## src/rtl/chiptop_tap_pkg.sv

```systemverilog
`default_nettype none
// chiptop_tap_pkg: TAP state encoding, instruction codes and data-register selection. Rev 1.0.
// CHIPTOP_TAP_IDCODE_EN makes IDCODE the reset instruction and selects the ID register.
package chiptop_tap_pkg;

  localparam int IR_WIDTH = 4;

  typedef enum logic [3:0] {
    TLR    = 4'hF,
    RTI    = 4'hC,
    SEL_DR = 4'h7,
    CAP_DR = 4'h6,
    SH_DR  = 4'h2,
    EX1_DR = 4'h1,
    PAU_DR = 4'h3,
    EX2_DR = 4'h0,
    UPD_DR = 4'h5,
    SEL_IR = 4'h4,
    CAP_IR = 4'hE,
    SH_IR  = 4'hA,
    EX1_IR = 4'h9,
    PAU_IR = 4'hB,
    EX2_IR = 4'h8,
    UPD_IR = 4'hD
  } tap_state_e;

  typedef enum logic [1:0] {
    DR_BYPASS = 2'd0,
    DR_BSR    = 2'd1,
    DR_IDCODE = 2'd2
  } dr_sel_e;

  localparam logic [IR_WIDTH-1:0] INSTR_BYPASS         = 4'h0;
  localparam logic [IR_WIDTH-1:0] INSTR_SAMPLE_PRELOAD = 4'h1;
  localparam logic [IR_WIDTH-1:0] INSTR_EXTEST         = 4'h2;
  localparam logic [IR_WIDTH-1:0] INSTR_IDCODE         = 4'h4;
  localparam logic [IR_WIDTH-1:0] INSTR_CLAMP          = 4'hC;

`ifdef CHIPTOP_TAP_IDCODE_EN
  localparam logic [IR_WIDTH-1:0] RESET_INSTR = INSTR_IDCODE;
`else
  localparam logic [IR_WIDTH-1:0] RESET_INSTR = INSTR_BYPASS;
`endif

  function automatic dr_sel_e dr_select(input logic [IR_WIDTH-1:0] instr);
    case (instr)
      INSTR_SAMPLE_PRELOAD, INSTR_EXTEST: return DR_BSR;
`ifdef CHIPTOP_TAP_IDCODE_EN
      INSTR_IDCODE: return DR_IDCODE;
`else
      INSTR_IDCODE: return DR_BYPASS;
`endif
      INSTR_BYPASS, INSTR_CLAMP: return DR_BYPASS;
      default: return DR_BYPASS;
    endcase
  endfunction

endpackage
`default_nettype wire

```

## src/rtl/chiptop_tap_fsm.sv

```systemverilog
`default_nettype none
// chiptop_tap_fsm: 16-state IEEE 1149.1 TAP state register and TMS next-state logic. Rev 1.0.
module chiptop_tap_fsm
  import chiptop_tap_pkg::*;
(
  input  logic       tck,
  input  logic       trst_n,
  input  logic       tms,
  output tap_state_e state
);

  tap_state_e next_state;

  always_ff @(posedge tck or negedge trst_n) begin
    if (!trst_n) state <= TLR;
    else         state <= next_state;
  end

  always_comb begin
    next_state = TLR;
    case (state)
      TLR:    next_state = tms ? TLR    : RTI;
      RTI:    next_state = tms ? SEL_DR : RTI;
      SEL_DR: next_state = tms ? SEL_IR : CAP_DR;
      CAP_DR: next_state = tms ? EX1_DR : SH_DR;
      SH_DR:  next_state = tms ? EX1_DR : SH_DR;
      EX1_DR: next_state = tms ? UPD_DR : PAU_DR;
      PAU_DR: next_state = tms ? EX2_DR : PAU_DR;
      EX2_DR: next_state = tms ? UPD_DR : SH_DR;
      UPD_DR: next_state = tms ? SEL_DR : RTI;
      SEL_IR: next_state = tms ? TLR    : CAP_IR;
      CAP_IR: next_state = tms ? EX1_IR : SH_IR;
      SH_IR:  next_state = tms ? EX1_IR : SH_IR;
      EX1_IR: next_state = tms ? UPD_IR : PAU_IR;
      PAU_IR: next_state = tms ? EX2_IR : PAU_IR;
      EX2_IR: next_state = tms ? UPD_IR : SH_IR;
      UPD_IR: next_state = tms ? SEL_DR : RTI;
      default: next_state = TLR;
    endcase
  end

endmodule
`default_nettype wire

```

## src/rtl/chiptop_tap_controller.sv

```systemverilog
`default_nettype none
// chiptop_tap_controller: TAP controller with IR, bypass/ID data registers, BSR strobes and tdo mux. Rev 1.0.
// Optional 32-bit ID register is built when CHIPTOP_TAP_IDCODE_EN is defined.
module chiptop_tap_controller
  import chiptop_tap_pkg::*;
#(
  parameter logic [IR_WIDTH-1:0] IR_CAPTURE = 4'b0101
`ifdef CHIPTOP_TAP_IDCODE_EN
  , parameter logic [31:0] IDCODE_VALUE = 32'h0000_0001
`endif
) (
  input  logic       tck,
  input  logic       trst_n,
  input  logic       tms,
  input  logic       tdi,
  output logic       tdo,
  output logic       tdo_en,
  output logic       CHIPTOP_instructions_3_,
  output logic       CHIPTOP_instructions_2_,
  output logic       CHIPTOP_instructions_1_,
  output logic       CHIPTOP_instructions_0_,
  output logic       capture_dr,
  output logic       shift_dr,
  output logic       update_dr,
  input  logic       bsr_tdo,
  output logic [3:0] tap_state
);

  tap_state_e          state;
  logic [IR_WIDTH-1:0] ir_shift;
  logic [IR_WIDTH-1:0] ir_par;
  logic                bypass_bit;
  logic                tdo_next;
  dr_sel_e             dr_sel;

  chiptop_tap_fsm u_fsm (
    .tck    (tck),
    .trst_n (trst_n),
    .tms    (tms),
    .state  (state)
  );

  assign dr_sel = dr_select(ir_par);

  always_ff @(posedge tck or negedge trst_n) begin
    if (!trst_n) begin
      ir_shift   <= IR_CAPTURE;
      bypass_bit <= 1'b0;
    end else begin
      case (state)
        CAP_IR:  ir_shift   <= IR_CAPTURE;
        SH_IR:   ir_shift   <= {tdi, ir_shift[IR_WIDTH-1:1]};
        CAP_DR:  bypass_bit <= 1'b0;
        SH_DR:   bypass_bit <= tdi;
        default: ;
      endcase
    end
  end

`ifdef CHIPTOP_TAP_IDCODE_EN
  logic [31:0] idcode_sr;

  always_ff @(posedge tck or negedge trst_n) begin
    if (!trst_n) begin
      idcode_sr <= IDCODE_VALUE;
    end else if (dr_sel == DR_IDCODE) begin
      if (state == CAP_DR)     idcode_sr <= IDCODE_VALUE;
      else if (state == SH_DR) idcode_sr <= {tdi, idcode_sr[31:1]};
    end
  end
`endif

  always_comb begin
    tdo_next = 1'b0;
    if (state == SH_IR) begin
      tdo_next = ir_shift[0];
    end else if (state == SH_DR) begin
      case (dr_sel)
        DR_BSR:    tdo_next = bsr_tdo;
`ifdef CHIPTOP_TAP_IDCODE_EN
        DR_IDCODE: tdo_next = idcode_sr[0];
`endif
        default:   tdo_next = bypass_bit;
      endcase
    end
  end

  // Falling-edge stage: tdo launches half a cycle ahead of the next capture edge,
  // and the instruction changes only once the update state has settled.
  always_ff @(negedge tck or negedge trst_n) begin
    if (!trst_n) begin
      tdo    <= 1'b0;
      tdo_en <= 1'b0;
      ir_par <= RESET_INSTR;
    end else begin
      tdo    <= tdo_next;
      tdo_en <= (state == SH_DR) || (state == SH_IR);
      if (state == TLR)         ir_par <= RESET_INSTR;
      else if (state == UPD_IR) ir_par <= ir_shift;
    end
  end

  assign capture_dr = (state == CAP_DR) && (dr_sel == DR_BSR);
  assign shift_dr   = (state == SH_DR)  && (dr_sel == DR_BSR);
  assign update_dr  = (state == UPD_DR) && (dr_sel == DR_BSR);

  assign {CHIPTOP_instructions_3_, CHIPTOP_instructions_2_,
          CHIPTOP_instructions_1_, CHIPTOP_instructions_0_} = ir_par;

  assign tap_state = state;

endmodule
`default_nettype wire

```

## config.mk

```make
export PLATFORM = sky130hd
export DESIGN_NAME = chiptop_tap_controller
export DESIGN_NICKNAME = d
export VERILOG_FILES = /design/src/rtl/chiptop_tap_pkg.sv /design/src/rtl/chiptop_tap_fsm.sv /design/src/rtl/chiptop_tap_controller.sv
export SDC_FILE = /design/constraint.sdc
export NUM_CORES = 1
export LEC_CHECK = 0
export ABC_AREA = 0
export BUFFER_PORTS_ARGS = -buffer_cell sky130_fd_sc_hd__buf_2
export CAP_MARGIN = 10
export CORE_AREA = 3 3 42 44
export CTS_BUF_LIST = sky130_fd_sc_hd__clkbuf_8
export DETAILED_ROUTE_END_ITERATION = 6
export DIE_AREA = 0 0 45 47
export PLACE_DENSITY_LB_ADDON = 0.05
export SYNTH_ARGS = -nofsm -noshare
export SYNTH_HDL_FRONTEND = slang
export SYNTH_SLANG_ARGS = --single-unit
```

## constraint.sdc

```tcl
create_clock -name tck -period 1.5 [get_ports tck]
set_input_delay 0.15 -clock tck [delete_from_list [all_inputs] [get_ports tck]]
set_output_delay 0.15 -clock tck [all_outputs]
set_load 0.02 [all_outputs]
```

-- Word-level counts from Yosys, hierarchy flattened
Cells that the tools add are included.
- output and inout port bits: 13
- input port bits: 5
- register bits: 15
- word-level logic and storage cells: 57
- mux-type cells: 21
- reduce and logical (&&, ||, !) cells: 12
- equality and inequality tests: 18
- operator list (cell ; count):
    $pmux W4 S12 ; 1
    $eq A4 B4 Y1 const B ; 8
    $eq A4 B3 Y1 const B ; 4
    $eq A4 B2 Y1 const B ; 3
    $mux W2 ; 6
    $mux W3 ; 4
    $mux W4 ; 3
    $eq A4 B1 Y1 const B ; 2
    $pmux W4 S2 ; 1
    $reduce_bool A2 Y1 ; 3
    $reduce_or A2 Y1 ; 3
    $mux W1 ; 5
    $logic_not A4 Y1 ; 1
    $logic_and A1 B1 Y1 ; 3
    $reduce_or A3 Y1 ; 1
    $pmux W1 S2 ; 1
    $eq A1 B1 Y1 const B ; 1
    $logic_or A1 B1 Y1 ; 1

-- Logic depth before layout (Yosys ltp)
Gate-level depths: netlist (run 1).
- word-level depth: 7
- mapped depth: 4
- mapped depth without buffers: 3

-- By module
A second synthesis (run 1) with hierarchy kept.
- cell total of the unflattened synthesis: 75
- area total of the unflattened synthesis: 730.7 um2
- by module, submodules not included (module ; cells each ; sequential area each (um2) ; area an instance (um2) ; instances):
    chiptop_tap_controller ; 56 ; 277.8 ; 533.0 ; 1
    chiptop_tap_fsm ; 19 ; 105.1 ; 197.7 ; 1

==> results of run 1 <==
-- worst max path at each step --
stage | endpoint | from | slack, ns
finish | capture_dr | ir_par[0] | -1.03
detailed placement | capture_dr | ir_par[0] | -0.69
global placement | capture_dr | ir_par[0] | -0.67
floorplan | capture_dr | ir_par[0] | -0.79
global route | capture_dr | ir_par[0] | -1.07
CTS | capture_dr | ir_par[0] | -0.97
-- cells by family after synthesis --
logic type,after synthesis
AND/OR/NAND/NOR,32
AO/OA/AOI/OAI,21
buffers and inverters,6
flip-flops,15
XOR/XNOR,1
-- repair_timing --
| item | in CTS | in global routing |
|---|---|---|
| setup buffers | 4 | 3 |
| hold buffers | 1 | 0 |
| pin swaps | 2 | 2 |
| gates cloned | 0 | 0 |
| gates resized for setup | 17 | 13 |
| hold endpoints to repair | 3 | 0 |
| endpoints found under the setup margin | 15 | 16 |
-- placed cells by master, fill, tap and decap left out, types with 2 or more instances in the layout --
cell type / Yosys / layout
buf_2: 2 / 8
nor2_1: 3 / 2
dfstp_2: 6 / 6
inv_1: 2 / 2
buf_4: 0 / 15
nand2_1: 13 / 9
clkbuf_8: 0 / 3
buf_6: 0 / 11
dfrtp_1: 3 / 3
o21ai_0: 2 / 2
dfrtn_1: 6 / 6
nand2_2: 0 / 4
o21ai_1: 8 / 5
o21ai_2: 0 / 3
nand2b_1: 7 / 7
-- state kept, by name (all words and copies together) (netlist names) --
name         flops
bypass_bit       1
u_fsm.state      4
tdo_en           1
tdo              1
ir_par           4
ir_shift         4
-- area by class of cell --
| type | instances | area, um2 | area share, % |
|---|---|---|---|
| clock inverters | 1 | 7.51 | 0.655 |
| repair buffers | 35 | 287 | 25.0 |
| multi-input cells | 54 | 400 | 34.9 |
| inverters | 2 | 7.51 | 0.655 |
| flip-flops and latches | 15 | 383 | 33.4 |
| clock buffers | 3 | 41.3 | 3.60 |
| well taps | 16 | 20.0 | 1.75 |
-- layer usage --
| layer | global-route usage (%) | vias up | wire length [um] |
|---|---|---|---|
| li1 | - | 332 | - |
| met1 | 25.8 | 315 | 800 |
| met2 | 33.9 | 11 | 1050 |
| met3 | 3.45 | 2 | 48 |
| met4 | 10.5 | 0 | 10 |
| met5 | 0 | - | 0 |
-- through the flow --
stage	cell area (um2)	power (mW)
6_report	1150	2.75
2_1_floorplan	788	1.62
5_1_grt	1150	2.94
3_3_place_gp	962	2.06
4_1_cts	1100	2.59
3_5_place_dp	962	2.09
-- worst min-delay path: stages --
cell and delay (ns):
buf_2 0.10, nand2b_1 0.08, o21ai_1 0.06
-- power by group --
part	internal (mW)	switching, mW
registers	0.641	0.186
logic	0.789	0.798
clock network	0.186	0.149
==> flow_summary_export.csv, run 1 <==
group,metric,value,unit
worst_hold_path,hold_end,"ir_shift[3]",
layout,n_antenna_cell,0,
clocking,htreeDepth,1,
synth,yosys.area_share.xor_xnor,1.16,%
sta,finalHoldViolations,0,
synth,synth-edff-count,0,
global_route,grt_max_degree,16,
route,routed_wl,1910,um
sta,finalSetupViolations,15,
setup_path,worst-path-buf-inv,1,
floorplan,start_util,51.2,%
floorplan,io_pins,18,
setup_path,worst_path_max_delay_cell,"dfrtn_1",
layout,drive_gt1_share,54.5,%
sta,timing.final.ws_setup,-1.03,ns
setup_path,crit_path_end_kind,"output pin",
worst_hold_path,hold_start,"tdi",
setup_path,worstPathCellList,"xnor2_2, or3_4, nor4b_4, buf_4",
route,ant_nets,0,
synth,synth-simple-area-share,26.9,%
route,drc,0,
sta,maxSlewViolCount,0,
setup_path,reg2reg_from,"u_fsm.state[0]",
synth,netlist_instances,75,
synth,yosysWarningCount,0,
synth,synth-compound-area-share,17.8,%
flow_run,cap_violations,0,
layout,area_growth,52.2,%
floorplan,die_width,45,um
global_route,grt_pass1_wl,3020,um
layout,final_util,77.9,%
sta,finClkSkew,0.0210,ns
setup_path,critPathKind,"reg2out",
global_route,antenna_found_initial,0,
synth,synth_seq_cells,15,
route,routedWlPerCell,15.1,um
place,placed_cells,117,
synth,yosys.area.top_type_share,20.9,%
clocking,cts_root_buffer,"clkbuf_8",
sta,maxSlewHeadroom,76.6,%
clocking,ctsLongestPathBuffers,2,
floorplan,dieHeight,47,um
synth,ys_async_sr_fraction,100,%
outcome,violations,"negative setup slack",
setup_path,cpLargestDelayFamily,"simple AND/OR/NAND/NOR gates",
setup_path,r2r_cells,3,
floorplan,die_area,2120,um2
clocking,cts_buffers,3,
synth,synth_cell_types,33,
clocking,cts.clk_slew.worst_paths,0.07,ns
synth,avgSynthCellArea,10.0,um2
setup_path,crit_path_max_fanout,3,
setup_path,r2r_end,"tdo",
global_route,gr-total-overflow,0,
place,gp_congestion,0.774,
route,firstDrtPassIters,4,
synth,synth_area_leaders,"dfstp_2 (21%), dfrtn_1 (20%), dfrtp_1 (10%)",
global_route,grt_pass1_vias,638,
setup_path,required,1.35,ns
pwr,p_per_area,2400,nW/um2
pwr,leakage,0.521,nW
setup_path,arrival,2.38,ns
route,vias,660,
sta,tightest_slew,0.351,ns
route,drt_iter0_drc,7,
floorplan,core.rowCount,14,
setup_path,start_kind,"register",
setup_path,cp_num_cells,4,
setup_path,ff2ff_setup_slack,-0.26,ns
floorplan,coreArea,1470,um2
outcome,status,"finished, violations left",
worst_hold_path,worstHoldPathType,"in2reg",
place,io_buffers,17,
sta,fin_hold_ws,0.188,ns
layout,final_nets,116,
clocking,clk_latency,0.26,ns
synth,synth_top_family_by_area,"simple AND/OR/NAND/NOR gates",
pwr,peakVddDrop,1.43,mV
synth,synth_seq_area_share,50.8,%
route,via_per_inst,5.24,
worst_hold_path,hold_path_depth,3,
layout,finalNonFillerCells,126,
sta,rsz0062_at_grt,"true",
global_route,track_usage,20.5,%
synth,synthMostInstantiatedCell,"nand2_1",
synth,synth_mux_area_share,0,%
clocking,cts_sinks,15,
synth,synth_area,753,um2
synth,ys.flop_type,"dfstp_2",
place,pre_cts_ws,-0.691,ns
synth,syn-num-nets,80,
synth,yosysTopAreaCell,"dfstp_2",
setup_path,cpPeakStageDelay,0.46,ns
place,dp_hpwl,1220,um
layout,fillers,94,
sta,finalSetupTns,-5.95,ns
clocking,cts_tree,"yes",
synth,synth_fa_ha_area_share,0,%
synth,netlist_top_cells_count,"nand2_1 (13), o21ai_1 (8), nand2b_1 (7)",
(Power assumes the default switching activity.)
==> inputs of run 2 (changes only) <==
--- a/config.mk
+++ b/config.mk
@@ -12,7 +12,7 @@
 export CTS_BUF_LIST = sky130_fd_sc_hd__clkbuf_8
 export DETAILED_ROUTE_END_ITERATION = 6
 export DIE_AREA = 0 0 45 47
-export PLACE_DENSITY_LB_ADDON = 0.05
+export PLACE_DENSITY = 0.76
 export SYNTH_ARGS = -nofsm -noshare
 export SYNTH_HDL_FRONTEND = slang
 export SYNTH_SLANG_ARGS = --single-unit
==> run 2 against run 1 <==
The run still ends with negative setup slack left. First-iteration DRC count grew 130%. Clock-buffer cell count unchanged. Worst setup slack improved by 0.016 ns. Power fell by 6.2%. Sequential share of layout area is 1.5 points higher. Final cell count decreased by 2.4%. Global-route usage decreased by 1.4 points. Sequential cell count stayed put. Register-to-register slack better by 0.03 ns. Clock power shrank 4%. Hold slack worse by 0.015 ns. Largest cell class unchanged. Largest power group unchanged.
==> flow_summary_export.csv, run 2 (same netlist as run 1, synthesis figures left out) <==
group,metric,value,unit
outcome,status,"finished, violations left",
outcome,violations,"negative setup slack",
floorplan,io_pins,18,
place,io_buffers,17,
setup_path,cpPeakStageDelay,0.46,ns
clocking,cts_tree,"yes",
floorplan,die_width,45,um
clocking,htreeDepth,1,
sta,rsz0062_at_grt,"true",
layout,final_cell_mix,"buf_4 (14), nand2_1 (12), buf_6 (9), buf_2 (8)",
route,vias,657,
layout,drive_gt1_share,47.7,%
layout,final_util,74.6,%
pwr,p_per_area,2350,nW/um2
global_route,grt_pass1_wl,2880,um
pwr,peakVddDrop,1.20,mV
clocking,cts_buffers,3,
global_route,track_usage,19.1,%
pwr,leakage,0.504,nW
floorplan,die_area,2120,um2
place,dp_hpwl,1240,um
place,gp_congestion,0.732,
floorplan,coreArea,1470,um2
floorplan,core.rowCount,14,
route,routedWlPerCell,14.2,um
layout,finalNonFillerCells,123,
setup_path,crit_path_max_fanout,3,
worst_hold_path,worstHoldPathType,"in2reg",
sta,maxSlewHeadroom,77.6,%
setup_path,crit_path_end_kind,"output pin",
sta,timing.final.ws_setup,-1.02,ns
route,firstDrtPassIters,5,
route,via_per_inst,5.34,
sta,tightest_slew,0.336,ns
setup_path,critPathKind,"reg2out",
place,pre_cts_ws,-0.748,ns
flow_run,cap_violations,0,
layout,n_antenna_cell,0,
sta,maxSlewViolCount,0,
setup_path,start_kind,"register",
place,placed_cells,116,
clocking,ctsLongestPathBuffers,2,
clocking,cts.clk_slew.worst_paths,0.06,ns
setup_path,required,1.35,ns
layout,final_nets,113,
sta,finalSetupViolations,15,
layout,fillers,106,
setup_path,worst_path_max_delay_cell,"dfrtn_1",
global_route,antenna_found_initial,0,
setup_path,arrival,2.37,ns
layout,top_regs,"ir_par (4), ir_shift (4), u_fsm.state (4)",
clocking,cts_sinks,15,
setup_path,worstPathCellList,"xnor2_2, or3_4, nor4b_4, buf_4",
route,ant_nets,0,
clocking,cts_root_buffer,"clkbuf_8",
floorplan,dieHeight,47,um
global_route,gr-total-overflow,0,
route,drc,0,
layout,layout_commonest_cell,"buf_4",
route,routed_wl,1750,um
sta,finalHoldViolations,0,
route,drt_iter0_drc,16,
sta,finClkSkew,0.0181,ns
layout,area_growth,45.7,%
global_route,grt_max_degree,16,
clocking,clk_latency,0.26,ns
floorplan,start_util,51.2,%
global_route,grt_pass1_vias,653,
## run 2: layer usage
metal | routed length (um) | vias to the layer above | global-route usage (%) | share of wire (%)
li1 | - | 325 | - | -
met1 | 736 | 315 | 23.3 | 42
met2 | 932 | 15 | 32.8 | 53
met3 | 62 | 2 | 3.45 | 3.6
met4 | 13 | 0 | 8.77 | 0.74
met5 | 0 | - | 0 | 0
## run 2: critical path: cells and delay by family (launching register included)
kind          cells  cell delay, ns
xor+xnor          1            0.10
buf+inv           1            0.18
flops             1            0.46
simple gates      2            0.61
## run 2: layout make-up
type                       instances  area, um2  area share (%)
clock buffer                       3       41.3            3.76
timing repair buffer              32        256            23.4
clock inverter                     1       3.75           0.342
tap                               16       20.0            1.82
multi-input combinational         54        385            35.1
inverter                           2       7.51           0.684
sequential                        15        383            34.9
## run 2: final timing paths
check | start | endpoint | slack [ns] | depth (start not counted)
min | tdi | ir_shift[3] | 0.17 | 3
max in group asynchronous | trst_n | tdo | 0.26 | 2
min reg2reg | ir_shift[2] | ir_shift[2] | 0.48 | 2
max reg2reg | u_fsm.state[0] | tdo | -0.23 | 3
max | ir_par[1] | capture_dr | -1.02 | 4
min in group asynchronous | trst_n | bypass_bit | 0.34 | 2
## run 2: through the flow
stage / power, mW / hold WS, ns / area [um2] / setup TNS (ns)
floorplan: 1.62 / -0.146 / 788 / -4.63
global placement: 2.02 / 0.0673 / 955 / -3.38
detailed placement: 2.07 / 0.0685 / 955 / -3.67
CTS: 2.51 / 0.173 / 1070 / -5.73
global route: 2.75 / 0.189 / 1100 / -6.45
finish: 2.58 / 0.173 / 1100 / -5.90
## run 2: what timing repair did
action	in CTS	in global routing
resized for setup	16	6
endpoints found under the hold margin	3	0
setup endpoints to repair	15	16
hold buffers	1	0
pin swaps	2	2
setup buffers	3	2
## run 2: power breakdown
part | internal (mW) | switching [mW]
clock network | 0.181 | 0.139
logic | 0.691 | 0.749
registers | 0.641 | 0.178
total | 1.51 | 1.07
